## src/rtl/audio_pkg.sv

```systemverilog
// Shared constants and helpers for the 48 kHz voice mixer.
// Slot map: 0..NVOICE-1 voices, EV_LATCH latches the mix, EV_CLEAR clears it.
package audio_pkg;

    localparam int NVOICE   = 32;
    localparam int PHASE_W  = 24;
    localparam int SAMPLE_W = 16;
    localparam int ACC_W    = SAMPLE_W + 5;
    localparam int SHIFT    = 2;
    localparam int NSLOT    = 37;
    localparam int IDX_W    = 5;

    localparam int EV_LATCH = 33;
    localparam int EV_CLEAR = 34;

    localparam logic signed [ACC_W-1:0] SAT_HI =
        ACC_W'((1 << (SAMPLE_W - 1)) - 1);
    localparam logic signed [ACC_W-1:0] SAT_LO = ~SAT_HI;

    function automatic logic signed [SAMPLE_W-1:0] sat_shift(
        input logic signed [ACC_W-1:0] a
    );
        logic signed [ACC_W-1:0] s;
        s = a >>> SHIFT;
        if (s > SAT_HI)
            return SAT_HI[SAMPLE_W-1:0];
        else if (s < SAT_LO)
            return SAT_LO[SAMPLE_W-1:0];
        else
            return s[SAMPLE_W-1:0];
    endfunction

endpackage

```

## src/rtl/voice_ram.sv

```systemverilog
// Per-voice phase and increment tables with registered read.
// Phase has a write-back port; increment has the config port.
import audio_pkg::*;

module voice_ram (
    input  logic               clk,
    input  logic               rd_en,
    input  logic [IDX_W-1:0]   rd_idx,
    output logic [PHASE_W-1:0] rd_phase,
    output logic [PHASE_W-1:0] rd_inc,
    input  logic               wb_en,
    input  logic [IDX_W-1:0]   wb_idx,
    input  logic [PHASE_W-1:0] wb_phase,
    input  logic               cfg_we,
    input  logic [IDX_W-1:0]   cfg_idx,
    input  logic [PHASE_W-1:0] cfg_inc
);

    logic [PHASE_W-1:0] phase_mem [NVOICE];
    logic [PHASE_W-1:0] inc_mem   [NVOICE];

    always_ff @(posedge clk) begin
        if (rd_en) begin
            rd_phase <= phase_mem[rd_idx];
            rd_inc   <= inc_mem[rd_idx];
        end
        if (wb_en)
            phase_mem[wb_idx] <= wb_phase;
        if (cfg_we)
            inc_mem[cfg_idx] <= cfg_inc;
    end

endmodule

```

## src/rtl/voice_mix_48k.sv

```systemverilog
// Time-multiplexed sawtooth voices summed into one sample per frame.
// Two-stage voice pipeline: table read, then add / write-back / accumulate.
import audio_pkg::*;

module voice_mix_48k (
    input  logic                       clk,
    input  logic                       rst,
    input  logic [NSLOT-1:0]           events,
    input  logic                       cfg_we,
    input  logic [IDX_W-1:0]           cfg_voice,
    input  logic [PHASE_W-1:0]         cfg_inc,
    input  logic                       cfg_gate,
    output logic signed [SAMPLE_W-1:0] sample_out,
    output logic                       sample_valid
);

    logic                       hit;
    logic [IDX_W-1:0]           idx;
    logic                       cfg_ok;
    logic [NVOICE-1:0]          gate;
    logic                       s1_valid;
    logic [IDX_W-1:0]           s1_idx;
    logic                       s1_gate;
    logic [PHASE_W-1:0]         rd_phase;
    logic [PHASE_W-1:0]         rd_inc;
    logic [PHASE_W-1:0]         p_next;
    logic [PHASE_W-1:0]         wb_phase;
    logic                       wb_en;
    logic signed [SAMPLE_W-1:0] voice_sample;
    logic signed [ACC_W-1:0]    acc;
    logic                       unused_ev;

    // Lowest set voice bit wins when several are asserted.
    always_comb begin
        hit = 1'b0;
        idx = '0;
        for (int i = NVOICE - 1; i >= 0; i--) begin
            if (events[i]) begin
                hit = 1'b1;
                idx = IDX_W'(i);
            end
        end
    end

    assign cfg_ok = cfg_we &&
        ({1'b0, cfg_voice} < (IDX_W + 1)'(NVOICE));

    assign unused_ev = ^{events[NSLOT-1:EV_CLEAR+1],
                         events[EV_LATCH-1:NVOICE]};

    always_ff @(posedge clk) begin
        if (rst)
            gate <= '0;
        else if (cfg_ok)
            gate[cfg_voice] <= cfg_gate;
    end

    voice_ram u_ram (
        .clk      (clk),
        .rd_en    (hit),
        .rd_idx   (idx),
        .rd_phase (rd_phase),
        .rd_inc   (rd_inc),
        .wb_en    (wb_en),
        .wb_idx   (s1_idx),
        .wb_phase (wb_phase),
        .cfg_we   (cfg_ok),
        .cfg_idx  (cfg_voice),
        .cfg_inc  (cfg_inc)
    );

    always_ff @(posedge clk) begin
        if (rst)
            s1_valid <= 1'b0;
        else
            s1_valid <= hit;
        s1_idx  <= idx;
        s1_gate <= gate[idx];
    end

    assign p_next       = rd_phase + rd_inc;
    assign voice_sample = p_next[PHASE_W-1 -: SAMPLE_W];
    // A write-back still in flight when reset arrives is dropped.
    assign wb_en        = s1_valid && !rst;
    assign wb_phase     = s1_gate ? p_next : '0;

    always_ff @(posedge clk) begin
        if (rst)
            acc <= '0;
        else if (events[EV_CLEAR])
            acc <= '0;
        else if (s1_valid && s1_gate)
            acc <= acc + ACC_W'(voice_sample);
    end

    always_ff @(posedge clk) begin
        if (rst) begin
            sample_out   <= '0;
            sample_valid <= 1'b0;
        end else begin
            sample_valid <= events[EV_LATCH];
            if (events[EV_LATCH])
                sample_out <= sat_shift(acc);
        end
    end

endmodule

```

## config.mk

```make
export PLATFORM = sky130hd
export DESIGN_NAME = voice_mix_48k
export DESIGN_NICKNAME = d
export VERILOG_FILES = /design/src/rtl/audio_pkg.sv /design/src/rtl/voice_ram.sv /design/src/rtl/voice_mix_48k.sv
export SDC_FILE = /design/constraint.sdc
export NUM_CORES = 2
export LEC_CHECK = 0
export ABC_AREA = 1
export CORE_ASPECT_RATIO = 0.9
export CORE_MARGIN = 4
export CORE_UTILIZATION = 63
export DETAILED_ROUTE_END_ITERATION = 12
export HOLD_SLACK_MARGIN = 0.15
export PLACE_DENSITY = 0.8
export SYNTH_ARGS = -nofsm -noshare
export SYNTH_HDL_FRONTEND = slang
export SYNTH_SLANG_ARGS = --single-unit
```

## constraint.sdc

```tcl
create_clock -name clk -period 5.44 [get_ports clk]
set_input_delay 1.088 -clock clk [delete_from_list [all_inputs] [get_ports clk]]
set_output_delay 1.088 -clock clk [all_outputs]
set_load 0.01 [all_outputs]
```

==> impl_metrics.env <==
export IMPL_cpMaxStageDelayCell="edfxtp_1"
export IMPL_grt_pass1_vias=51860
export IMPL_num_rows=119
export IMPL_drt_total_wl_mm=200.1
export IMPL_grt_max_degree=171
export IMPL_drive_gt1_share_pct=8.105
export IMPL_crit_buf_inv=4
export IMPL_synth_top_family_by_area="simple AND/OR/NAND/NOR gates"
export IMPL_ioPinCount=87
export IMPL_required_ns=6.17
export IMPL_syn_nets=7209
export IMPL_fin_nets=7242
export IMPL_hold_class="flop to flop"
export IMPL_place_congestion=0.8664
export IMPL_synth_compound_area_share_pct=1.343
export IMPL_synth_top_area_cell="edfxtp_1"
export IMPL_status="finished, final reports clean"
export IMPL_num_vias=53930
export IMPL_h_tree_depth=4
export IMPL_path_delay_family="compound AO/OA/AOI/OAI gates"
export IMPL_syn_inst=7094
export IMPL_fin_area_mm2=0.08393
export IMPL_yosysTopAreaCellShare_pct=63.44
export IMPL_end_kind="flop"
export IMPL_layout_common_cells="nand3_1, edfxtp_1, inv_1"
export IMPL_antenna_found_initial=8
export IMPL_cp_max_fo=3
export IMPL_synth_simple_area_share_pct=23.04
export IMPL_drt_iter0_markers=8373
export IMPL_io_buffers=83
export IMPL_crit_top_cell="nor2_1"
export IMPL_tritoncts="done"
export IMPL_ys_top_cells_by_area="edfxtp_1, nand3_1, inv_1, nand2_1, nand3b_1"
export IMPL_seq_power_share_pct=50.6
export IMPL_start_util_pct=63.74
export IMPL_grt_overflow_total=0
export IMPL_postCtsHoldBufs=0
export IMPL_ys_seq_elements=1661
export IMPL_clkSinkCount=1661
export IMPL_final_hold_viol_count=0
export IMPL_swShare_pct=23.98
export IMPL_cts_buffers_inserted=159
export IMPL_cellLeakagePower_nw=34.01
export IMPL_synth_fa_ha_area_share_pct=0.7710
export IMPL_cellPowerDensity_mw_per_mm2=340.7
export IMPL_worst_pin_slew_ns=1.374
export IMPL_core_area_mm2=0.1176
export IMPL_avgSynthCellArea_um2=10.57
export IMPL_cp_arrival_ns=6.03
export IMPL_start_kind="flop"
export IMPL_max_clock_path_buffers=3
export IMPL_p_int_mw=21.74
export IMPL_synth_cell_types=40
export IMPL_synthesis_area_mm2=0.07498
export IMPL_slowest_delay_ns=0.52
export IMPL_hpwl_mm=107.6
export IMPL_area_growth_synth_to_final_pct=11.94
export IMPL_clkPwrFrac_pct=38.7
export IMPL_grt_first_pass_wirelength_mm=299.5
export IMPL_synthXorXnorAreaFrac_pct=0.4088
export IMPL_yosysWarnings=0
export IMPL_clock_skew_ns=0.02710
export IMPL_path_class="flop to flop"
export IMPL_muxShareOfSynthArea_pct=0
export IMPL_ir_drop_mv=0.3924
export IMPL_post_drt_wl_per_cell_um=22.65
export IMPL_drv_cap=0
export IMPL_grt_use_total_pct=31.64
export IMPL_drc=0
export IMPL_switching_power_mw=6.857
export IMPL_cts_root_buf="clkbuf_16"
export IMPL_clkTransAtPathRegs_ns=0.06
export IMPL_die_h_um=335.3
export IMPL_ys_seq_area_share_pct=65.50
export IMPL_placed_area_mm2=0.07838
export IMPL_finalCritPeriodShare_pct=97.48
export IMPL_comb_power_share_pct=10.7
export IMPL_dieArea_mm2=0.1246
export IMPL_final_max_slew_viol_count=0
export IMPL_viasPerCell=6.107
export IMPL_setup_viol=0
export IMPL_insertion_delay_ns=0.80
export IMPL_final_antenna_net_count=0
export IMPL_utilization_pct=71.36
export IMPL_die_x_um=371.6
export IMPL_drtPass1Iterations=8
export IMPL_max_slew_margin_pct=8.040
export IMPL_fmaxAchievable_ghz=0.1886
export IMPL_period_minus_slack_ns=5.303
export IMPL_layout_commonest_cell="nand3_1"
registers in the layout, indices dropped and copies added, names as in the netlist:
| name | count |
|---|---|
| u_ram.phase_mem | 768 |
| u_ram.rd_inc | 24 |
| gate | 32 |
| u_ram.rd_phase | 24 |
| s1_valid | 1 |
| sample_out | 16 |
| s1_gate | 1 |
| u_ram.inc_mem | 768 |
| acc | 21 |
| sample_valid | 1 |
| s1_idx | 5 |
kinds of logic after synthesis:
kind of cell / Yosys count
buf+inv: 1647
fa+ha+maj: 45
flops: 1661
xor+xnor: 35
simple gates: 3526
compound gates: 180
stage by stage:
step	TNS [ns]	power, mW	worst slack, ns	hold slack [ns]	cells
after global placement	0	17.44	0.1131	0.4545	8526
after floorplan	0	16.41	0.8222	0.4687	7094
after detailed placement	0	17.54	0.005470	0.4579	8526
after CTS	0	28.41	0.03957	0.4674	8815
after global routing	-0.2048	29.46	-0.1345	0.4830	8828
final	0	28.60	0.1371	0.4690	8831
per-layer routing:
metal / GRT usage, % / vias up / part of all wire (%)
li1: - / 24030 / -
met1: 41.84 / 25570 / 36
met2: 50.89 / 3680 / 47
met3: 6.893 / 632 / 13
met4: 14.06 / 8 / 4.6
met5: 0 / - / 0.026
worst paths after layout:
path | startpoint | endpoint | slack (ns) | depth (start not counted)
max | u_ram.rd_inc[2] | acc[20] | 0.14 | 36
min | sample_out[8] | sample_out[8] | 0.47 | 2
max reg2reg | u_ram.rd_inc[2] | acc[20] | 0.14 | 36
min reg2reg | sample_out[8] | sample_out[8] | 0.47 | 2
cell type report:
cell class / instances / area [µm²]
sequential: 1661 / 49110
fill: 7629 / 33690
timing repair buffer: 312 / 3132
inverter: 1207 / 4556
clock buffer: 210 / 4431
clock inverter: 79 / 737.0
multi-input combinational: 3786 / 20000
tap: 1573 / 1968
antenna: 3 / 7.507
power by group through the flow:
| stage | combinational (mW) | sequential [mW] | clock [mW] |
|---|---|---|---|
| final | 3.05 | 14.5 | 11.1 |
| after CTS | 2.83 | 14.5 | 11.1 |
| after detailed placement | 2.80 | 14.7 | 0 |
| after global routing | 3.28 | 14.5 | 11.7 |
| after global placement | 2.70 | 14.7 | 0 |
| after floorplan | 1.70 | 14.7 | 0 |
synthesized netlist by cell type:
cell type / instances
nand2_2: 1
inv_1: 1201
edfxtp_1: 1584
o21bai_2: 1
o211ai_1: 1
o21ai_1: 3
nand4_1: 4
a211oi_1: 2
o21a_1: 1
nand2_1: 1128
clkinv_1: 3
o21ai_2: 1
buf_2: 96
nand3b_1: 491
nor2_1: 161
a21o_1: 3
xnor2_1: 10
buf_6: 21
a31oi_1: 5
fa_1: 2
buf_1: 68
a21boi_1: 1
nor3_1: 41
o311ai_0: 1
inv_2: 3
a2111oi_0: 1
dfxtp_1: 77
a311oi_1: 1
o21ai_0: 69
o221ai_1: 1
nand3_1: 1695
o31ai_2: 1
o21bai_1: 19
xor2_1: 25
clkbuf_1: 194
buf_4: 59
buf_8: 2
ha_1: 43
nor4_1: 5
a21oi_1: 69
worst min-delay path: stages (launching register included):
cell,delay [ns]
dfxtp_1,0.31
nand2_1,0.06
a21oi_1,0.06
timing repair:
| item | CTS | global route |
|---|---|---|
| endpoints found under the setup margin | 1 | 6 |
| pin swaps | 0 | 40 |
| gates resized for setup | 1 | 58 |
| buffers inserted | 0 | 14 |
(Power assumes the default switching activity.)
